[src/rtl/id_ex_control_stage.sv]
// id_ex_control_stage: RISC-V main decode plus ID/EX control register with stall, flush and illegal-opcode tracking
// Inputs : clk, reset (sync, active-high), instr, instr_valid, stall (hold), flush (bubble)
// Outputs: ex_* registered control bits and ALU decoder fields, ex_illegal pulse, ill_count saturating counter
module id_ex_control_stage #(
  parameter int ILL_CNT_W = 8
) (
  input  logic                 clk,
  input  logic                 reset,
  input  logic [31:0]          instr,
  input  logic                 instr_valid,
  input  logic                 stall,
  input  logic                 flush,
  output logic                 ex_valid,
  output logic [1:0]           ex_ALUOp,
  output logic [2:0]           ex_Funct3,
  output logic [6:0]           ex_Funct7,
  output logic                 ex_ALUSrc,
  output logic                 ex_MemRead,
  output logic                 ex_MemWrite,
  output logic                 ex_MemtoReg,
  output logic                 ex_RegWrite,
  output logic                 ex_Branch,
  output logic                 ex_Jump,
  output logic                 ex_JalrSel,
  output logic [1:0]           ex_RWSel,
  output logic                 ex_illegal,
  output logic [ILL_CNT_W-1:0] ill_count
);
  localparam logic [6:0] OP_R = 7'b0110011;
  localparam logic [6:0] OP_I = 7'b0010011;
  logic [6:0]           w_op;
  logic [2:0]           w_f3;
  logic [6:0]           w_f7;
  logic [11:0]          w_ctl;
  logic                 w_legal;
  logic                 w_load;
  logic                 w_ill;
  logic                 w_unused;
  logic                 r_valid;
  logic [11:0]          r_ctl;
  logic [2:0]           r_f3;
  logic [6:0]           r_f7;
  logic                 r_illegal;
  logic [ILL_CNT_W-1:0] r_cnt;
  assign w_op = instr[6:0];
  assign w_f3 = instr[14:12];
  assign w_unused = ^instr[24:15];
  // w_ctl = {ALUOp, ALUSrc, MemRead, MemWrite, MemtoReg, RegWrite, Branch, Jump, JalrSel, RWSel}
  always_comb begin
    w_legal = 1'b1;
    case (w_op)
      OP_R:       w_ctl = 12'b10_0_0_0_0_1_0_0_0_00;
      OP_I:       w_ctl = 12'b10_1_0_0_0_1_0_0_0_00;
      7'b0000011: w_ctl = 12'b00_1_1_0_1_1_0_0_0_00;
      7'b0100011: w_ctl = 12'b00_1_0_1_0_0_0_0_0_00;
      7'b1100011: w_ctl = 12'b01_0_0_0_0_0_1_0_0_00;
      7'b1101111: w_ctl = 12'b11_0_0_0_0_1_0_1_0_01;
      7'b1100111: w_ctl = 12'b00_1_0_0_0_1_0_1_1_01;
      7'b0110111: w_ctl = 12'b11_1_0_0_0_1_0_0_0_10;
      7'b0010111: w_ctl = 12'b00_1_0_0_0_1_0_0_0_11;
      default: begin
        w_ctl = '0;
        w_legal = 1'b0;
      end
    endcase
  end
  // Non-shift I-ALU ops get Funct7 all-ones so the ALU decoder picks the immediate form
  assign w_f7 = (w_op == OP_R) ? instr[31:25] :
                (w_op == OP_I) ? ((w_f3 == 3'b001 || w_f3 == 3'b101) ? instr[31:25] : 7'h7F) : 7'h00;
  assign w_load = instr_valid & w_legal;
  assign w_ill = instr_valid & ~w_legal;
  always_ff @(posedge clk) begin
    if (reset) begin
      r_valid <= 1'b0;
      r_ctl <= '0;
      r_f3 <= '0;
      r_f7 <= '0;
      r_illegal <= 1'b0;
      r_cnt <= '0;
    end else if (flush) begin
      r_valid <= 1'b0;
      r_ctl <= '0;
      r_f3 <= '0;
      r_f7 <= '0;
      r_illegal <= 1'b0;
    end else if (!stall) begin
      r_valid <= w_load;
      r_ctl <= w_load ? w_ctl : '0;
      r_f3 <= w_load ? w_f3 : '0;
      r_f7 <= w_load ? w_f7 : '0;
      r_illegal <= w_ill;
      if (w_ill && !(&r_cnt)) r_cnt <= r_cnt + ILL_CNT_W'(1);
    end
  end
  assign ex_valid = r_valid;
  assign {ex_ALUOp, ex_ALUSrc, ex_MemRead, ex_MemWrite, ex_MemtoReg, ex_RegWrite,
          ex_Branch, ex_Jump, ex_JalrSel, ex_RWSel} = r_ctl;
  assign ex_Funct3 = r_f3;
  assign ex_Funct7 = r_f7;
  assign ex_illegal = r_illegal;
  assign ill_count = r_cnt;
endmodule
[config.mk]
export PLATFORM = sky130hd
export DESIGN_NAME = id_ex_control_stage
export DESIGN_NICKNAME = d
export VERILOG_FILES = /design/src/rtl/id_ex_control_stage.sv
export SDC_FILE = /design/constraint.sdc
export NUM_CORES = 1
export LEC_CHECK = 0
export BUFFER_PORTS_ARGS = -buffer_cell sky130_fd_sc_hd__buf_2
export CORE_MARGIN = 5
export CORE_UTILIZATION = 43
export CTS_CLUSTER_SIZE = 28
export DETAILED_ROUTE_END_ITERATION = 12
export PLACE_DENSITY = 0.81
export SYNTH_ARGS = -nofsm -noshare
export SYNTH_HDL_FRONTEND = slang
export SYNTH_SLANG_ARGS = --single-unit
[constraint.sdc]
create_clock -name clk -period 2.1 [get_ports clk]
set_input_delay 0.105 -clock clk [delete_from_list [all_inputs] [get_ports clk]]
set_output_delay 0.105 -clock clk [all_outputs]
set_load 0.005 [all_outputs]
==> Word-level counts from Yosys, hierarchy flattened <==
Cells that the tools add are included.
W data, S select, Z words.
{ "totals": {"reg_bits": 32, "word_cells": 38} }
{ "classes": {"add_sub_neg": 1, "eq_ne": 11, "mux": 8, "bitwise": 5, "n_reduce_logical": 7} }
{ "op_table": {"columns": ["op", "n"], "rows": [
  ["$pmux W12 S9", 1],
  ["$mux W7", 4],
  ["$eq A7 B6 Y1 const B", 3],
  ["$eq A7 B7 Y1 const B", 3],
  ["$eq A7 B5 Y1 const B", 2],
  ["$mux W12", 1],
  ["$reduce_or A9 Y1", 1],
  ["$add A8 B1 Y8 const B", 1],
  ["$reduce_and A8 Y1", 1],
  ["$eq A7 B2 Y1 const B", 1],
  ["$eq A3 B1 Y1 const B", 1],
  ["$eq A3 B3 Y1 const B", 1],
  ["$mux W3", 1],
  ["$not A1 Y1", 3],
  ["$reduce_and A3 Y1", 1],
  ["$and A1 B1 Y1", 2],
  ["$reduce_or A2 Y1", 1],
  ["$logic_and A1 B1 Y1", 1],
  ["$logic_not A1 Y1", 1],
  ["$logic_or A1 B1 Y1", 1],
  ["$mux W1", 1]
]} }

==> Logic depth before layout (Yosys ltp) <==
{ "depth": {"depth_word": 7, "depth_mapped": 7} }

==> Worst setup path after synthesis <==
Ideal clock, no wire load.
{ "synth_path": {"path_type": "register -> register", "startpoint": "register r_cnt[0] (netlist: ill_count[0])", "endpoint": "register r_cnt[7] (netlist: ill_count[7])", "arrival_time_ns": 1.365, "required_time_ns": 2.029, "setup_slack_ns": 0.665, "path_stages_with_launch": 6, "period_less_slack_ns": 1.435, "path_cell_list": "dfxtp_1 ha_1 nand4_1 nand4_1 or4_1 a21oi_1"} }
{ "synth_via": {"elab_chain_cells": 4} }
{ "synth_lines": {"columns": ["element", "line_no", "source"], "rows": [
  ["from (decl)", "44", "logic [ILL_CNT_W-1:0] r_cnt;"],
  ["from (signal assigned)", "92", "if (w_ill && !(&r_cnt)) r_cnt <= r_cnt + ILL_CNT_W'(1);"],
  ["branches (longest 4 deep; another with $add A8 B1 Y8)", null, null]
]} }
Parallel ways; which one is timed is not known.
A chain may end at the register's enable or synchronous reset.

==> Final worst setup path <==
{ "layout_path": {"startpoint": "input flush", "endpoint": "register r_cnt[7] (netlist: ill_count[7])"} }
{ "layout_via": {"elab_chain_cells": 2} }
{ "layout_lines": {"columns": ["element", "line_no", "source"], "rows": [
  ["from (decl)", "12", "input logic flush,"],
  ["$not A1 Y1 (no source line)", null, null],
  ["$reduce_and A3 Y1 (no source line)", null, null]
]} }
No other way between the ends.

==> Implementation_results.wiki <==
{| class="wikitable"
! Metric !! Value
|-
| Startpoint of the lowest-slack register-to-register path || ill_count[0]
|-
| Total negative slack || 0 ns
|-
| Classification of the worst setup path || primary input to register
|-
| Total Routing Usage GR || 0.167
|-
| Proportion of netlist area held by the largest area contributor || 0.438
|-
| Dominant register cell in the synthesized netlist || dfxtp_1
|-
| Pin count of the biggest net entering global routing || 21
|-
| IO Count || 69
|-
| Antenna violations before repair || 0
|-
| CTS Root Buffer Type || clkbuf_4
|-
| TritonCTS buffer count || 5
|-
| Slowest library cell on the worst path || or4_1
|-
| Worst path depth || 6
|-
| GRT overflow || 0
|-
| RSZ-0062 raised after global routing || no
|-
| Sw Ratio || 0.238
|-
| Routability-driven placement congestion ratio || approximately 0.81
|-
| Total detailed-routing wirelength || ~3400 µm
|-
| Die height || 67.4 µm
|-
| Per-instance average area after synthesis || 8.44 µm²
|-
| Clock latency of the later-clocked register in the worst-skew pair || approximately 0.33 ns
|-
| Most common library cell in the layout ignoring fill and taps || buf_2
|-
| Post-layout minimum cycle time || between 1.5 and 2 ns
|-
| Max-Slew Margin vs Limit || 0.584
|-
| Clock transition at the register clock pins on the worst setup and hold paths after CTS || approximately 0.09 ns
|-
| Portion of total power attributed to sequential cells || 0.548
|-
| Least-Margin Pin Slew || about 0.62 ns
|-
| DPL Wire Length || 2430 µm
|-
| Worst Path Arrival || 1.88 ns
|-
| Via total after detailed routing || between 1000 and 1500
|-
| Crit path cell chain || dlygate4sd3_1, buf_2, nor2_1, nand3_2, or4_1, a21oi_1
|-
| Leakage power || 0.778 nW
|-
| PD cells || about 600 nW/µm²
|-
| Site Rows || 20
|-
| Die span in x || 67.4 µm
|-
| Peak fanout along the critical path || 16
|-
| Area used by sequential logic in the layout || 621 µm²
|-
| Crit-path max cell delay || between 0.5 and 0.6 ns
|-
| Count of cells along the worst hold path || 3
|-
| WL/cell || 12.6 µm
|-
| DR vias/cell || around 5.2
|-
| Hold path start || instr[0]
|-
| Worst endpoint required time || around 2.4 ns
|-
| Synth Net Count || 206
|-
| Worst Path Buf+Inv || 2
|-
| Cell internal pwr || approximately 0.0008 W
|-
| Achievable Freq || 621 MHz
|-
| Share of async-settable or async-resettable flops after synthesis || 0
|-
| Status || finished, final reports clean
|-
| Number of warning messages in the yosys log || 0
|-
| Post-synthesis sequential element count || 31
|-
| Cells after DPL || roughly 260
|-
| CTS-repair resized insts || 0
|-
| Worst hold slack || about 0.030 ns
|-
| Post-synth top area cell || dfxtp_1
|-
| Net total in the final layout || 260
|-
| Clock network fraction of design power || 0.367
|-
| Most area-consuming cells after synthesis || dfxtp_1 44%, nand2_1 7.1%, o21ai_0 6.0%, nor2_1 3.7%, a21oi_1 2.8%
|-
| Final standard cell count with taps included and fillers excluded || 267
|-
| Number of distinct standard cells referenced by the synthesized netlist || between 40 and 50
|-
| Core outline area || roughly 3100 µm²
|-
| Number of global-route vias before repair || between 1000 and 1500
|-
| Critical path launch point type || primary input
|-
| Wire length of the first global-routing pass || around 5700 µm
|-
| Fraction of layout instances using a drive strength above 1 || 0.323
|-
| Starting Density || 0.457
|-
| Diodes inserted || 0
|-
| Startpoint of the worst setup timing path || flush
|-
| TritonCTS clock tree || built
|-
| Area occupied by multi-input gates || slightly above 700 µm²
|-
| Setup Viol. Count Final || 0
|-
| Post-Syn Area || about 1400 µm²
|-
| Leading cell types in the layout, fill and taps excluded || 53 x buf_2, 31 x dfxtp_1, 27 x nand2_1, 17 x o21ai_0, 14 x nor2_1
|-
| Peak supply drop || approximately 0.3 mV
|-
| Buffers from clock root to sink, at most || 2
|-
| Final-report max-slew violation count || 0
|-
| DIE AREA || 4540 µm²
|-
| Post-DRT Antenna Nets || 0
|-
| Number of max-capacitance violations reported || 0
|-
| First-pass detailed-route iteration total || 4
|-
| NetSw || about 0.00026 W
|-
| Area Growth Syn to Fin || 25.9%
|-
| Fillers || 320
|-
| Tcrit/Tclk final || 0.767
|-
| Kind of capture point of the worst setup path || register
|-
| Number of enable flip-flop cells after synthesis || 0
|-
| Proportion of synthesized chip area in sequential cells || 0.438
|-
| Post-route DRC violation count || 0
|-
| Number of cells on the worst reg-to-reg path || 5
|-
| Family with the most delay on the worst path || simple AND/OR/NAND/NOR gates
|-
| Combinational share of power || 0.085
|-
| Clock skew after layout || ~0.0034 ns
|-
| Count of H-tree levels built during CTS || 2
|-
| Hold/Removal Path Class || primary input to register
|-
| Port buffer count || 53
|-
| Number of clock sinks seen by CTS || 31
|-
| Number of endpoints with negative hold slack in the final report || 0
|-
| Post-Synthesis Cells || 168
|-
| Starting DRC count in detailed routing || 75
|}
## kinds of logic after synthesis
logic type               share of synthesized area
flip-flops                                   0.438
adder cells (fa/ha/maj)                    0.00882
buffers and inverters                       0.0582
AO/OA/AOI/OAI                                0.253
AND/OR/NAND/NOR                              0.242
## sequential cells by signal, indices dropped and copies added (netlist names)
signal,cells
ex_illegal,1
ex_Funct3,3
ex_Funct7,7
ill_count,8
r_ctl,11
ex_valid,1
## metrics by stage
step | power (W) | utilization | cell area (µm²) | setup WS, ns
finish | 0.00108 | 0.575 | 1790 | 0.489
global route | 0.00115 | 0.575 | 1790 | 0.380
CTS | 0.00109 | 0.575 | 1790 | 0.492
detailed placement | 0.000692 | 0.544 | 1690 | 0.444
global placement | 0.000690 | 0.544 | 1690 | 0.468
floorplan | 0.000661 | - | 1420 | 0.665
## worst min-delay path: cells and delay by family
family,cells,cell delay (ns)
buf+inv,1,0.10
compound gates,1,0.05
simple gates,1,0.06
## cell usage after synthesis (all sizes together) (2+ instances only)
cell type  count
a32o           3
dfxtp         31
a22o           4
nor2          14
nand2         28
clkbuf         5
nand3          6
nor3           4
or3            3
a21oi          9
nor2b          2
o31ai          6
a32oi          2
o21ai         18
inv            5
buf            5
nand2b         3
nand4          4
or4            2
## final cells by class
| type | count | share of cell area |
|---|---|---|
| clock buffer | 8 | 0.0385 |
| inverter | 5 | 0.0133 |
| multi-input combinational | 122 | 0.400 |
| sequential | 31 | 0.348 |
| tap | 44 | 0.0308 |
| timing repair buffer | 57 | 0.170 |
## per-layer routing
layer	GRT usage	share of wire	routed length, µm	vias up
met5	0	0	0	-
met4	0.0658	0.014	47	0
met3	0.0632	0.078	262	5
met2	0.240	0.44	1480	46
met1	0.224	0.47	1570	633
li1	-	-	-	713
## repair_timing
action,in CTS,in global routing
endpoints found under the hold margin,4,0
buffers inserted,0,0
hold buffers,3,0
## path summary, 6_finish.rpt
kind | to | slack [ns]
worst min-delay path | r_ctl[1] | 0.03
worst min register to register | ex_Funct7[5] | 0.46
worst max-delay path | ill_count[7] | 0.49
worst max register to register | ill_count[7] | 0.51
## power by group through the flow
stage	sequential [W]	clock, W	combinational [W]
2_1_floorplan	0.000605	0	0.0000557
3_3_place_gp	0.000605	0	0.0000845
3_5_place_dp	0.000605	0	0.0000864
4_1_cts	0.000592	0.000409	0.0000911
5_1_grt	0.000593	0.000450	0.000103
6_report	0.000592	0.000397	0.0000915
Note: power is estimated with default switching activity, not from simulation.
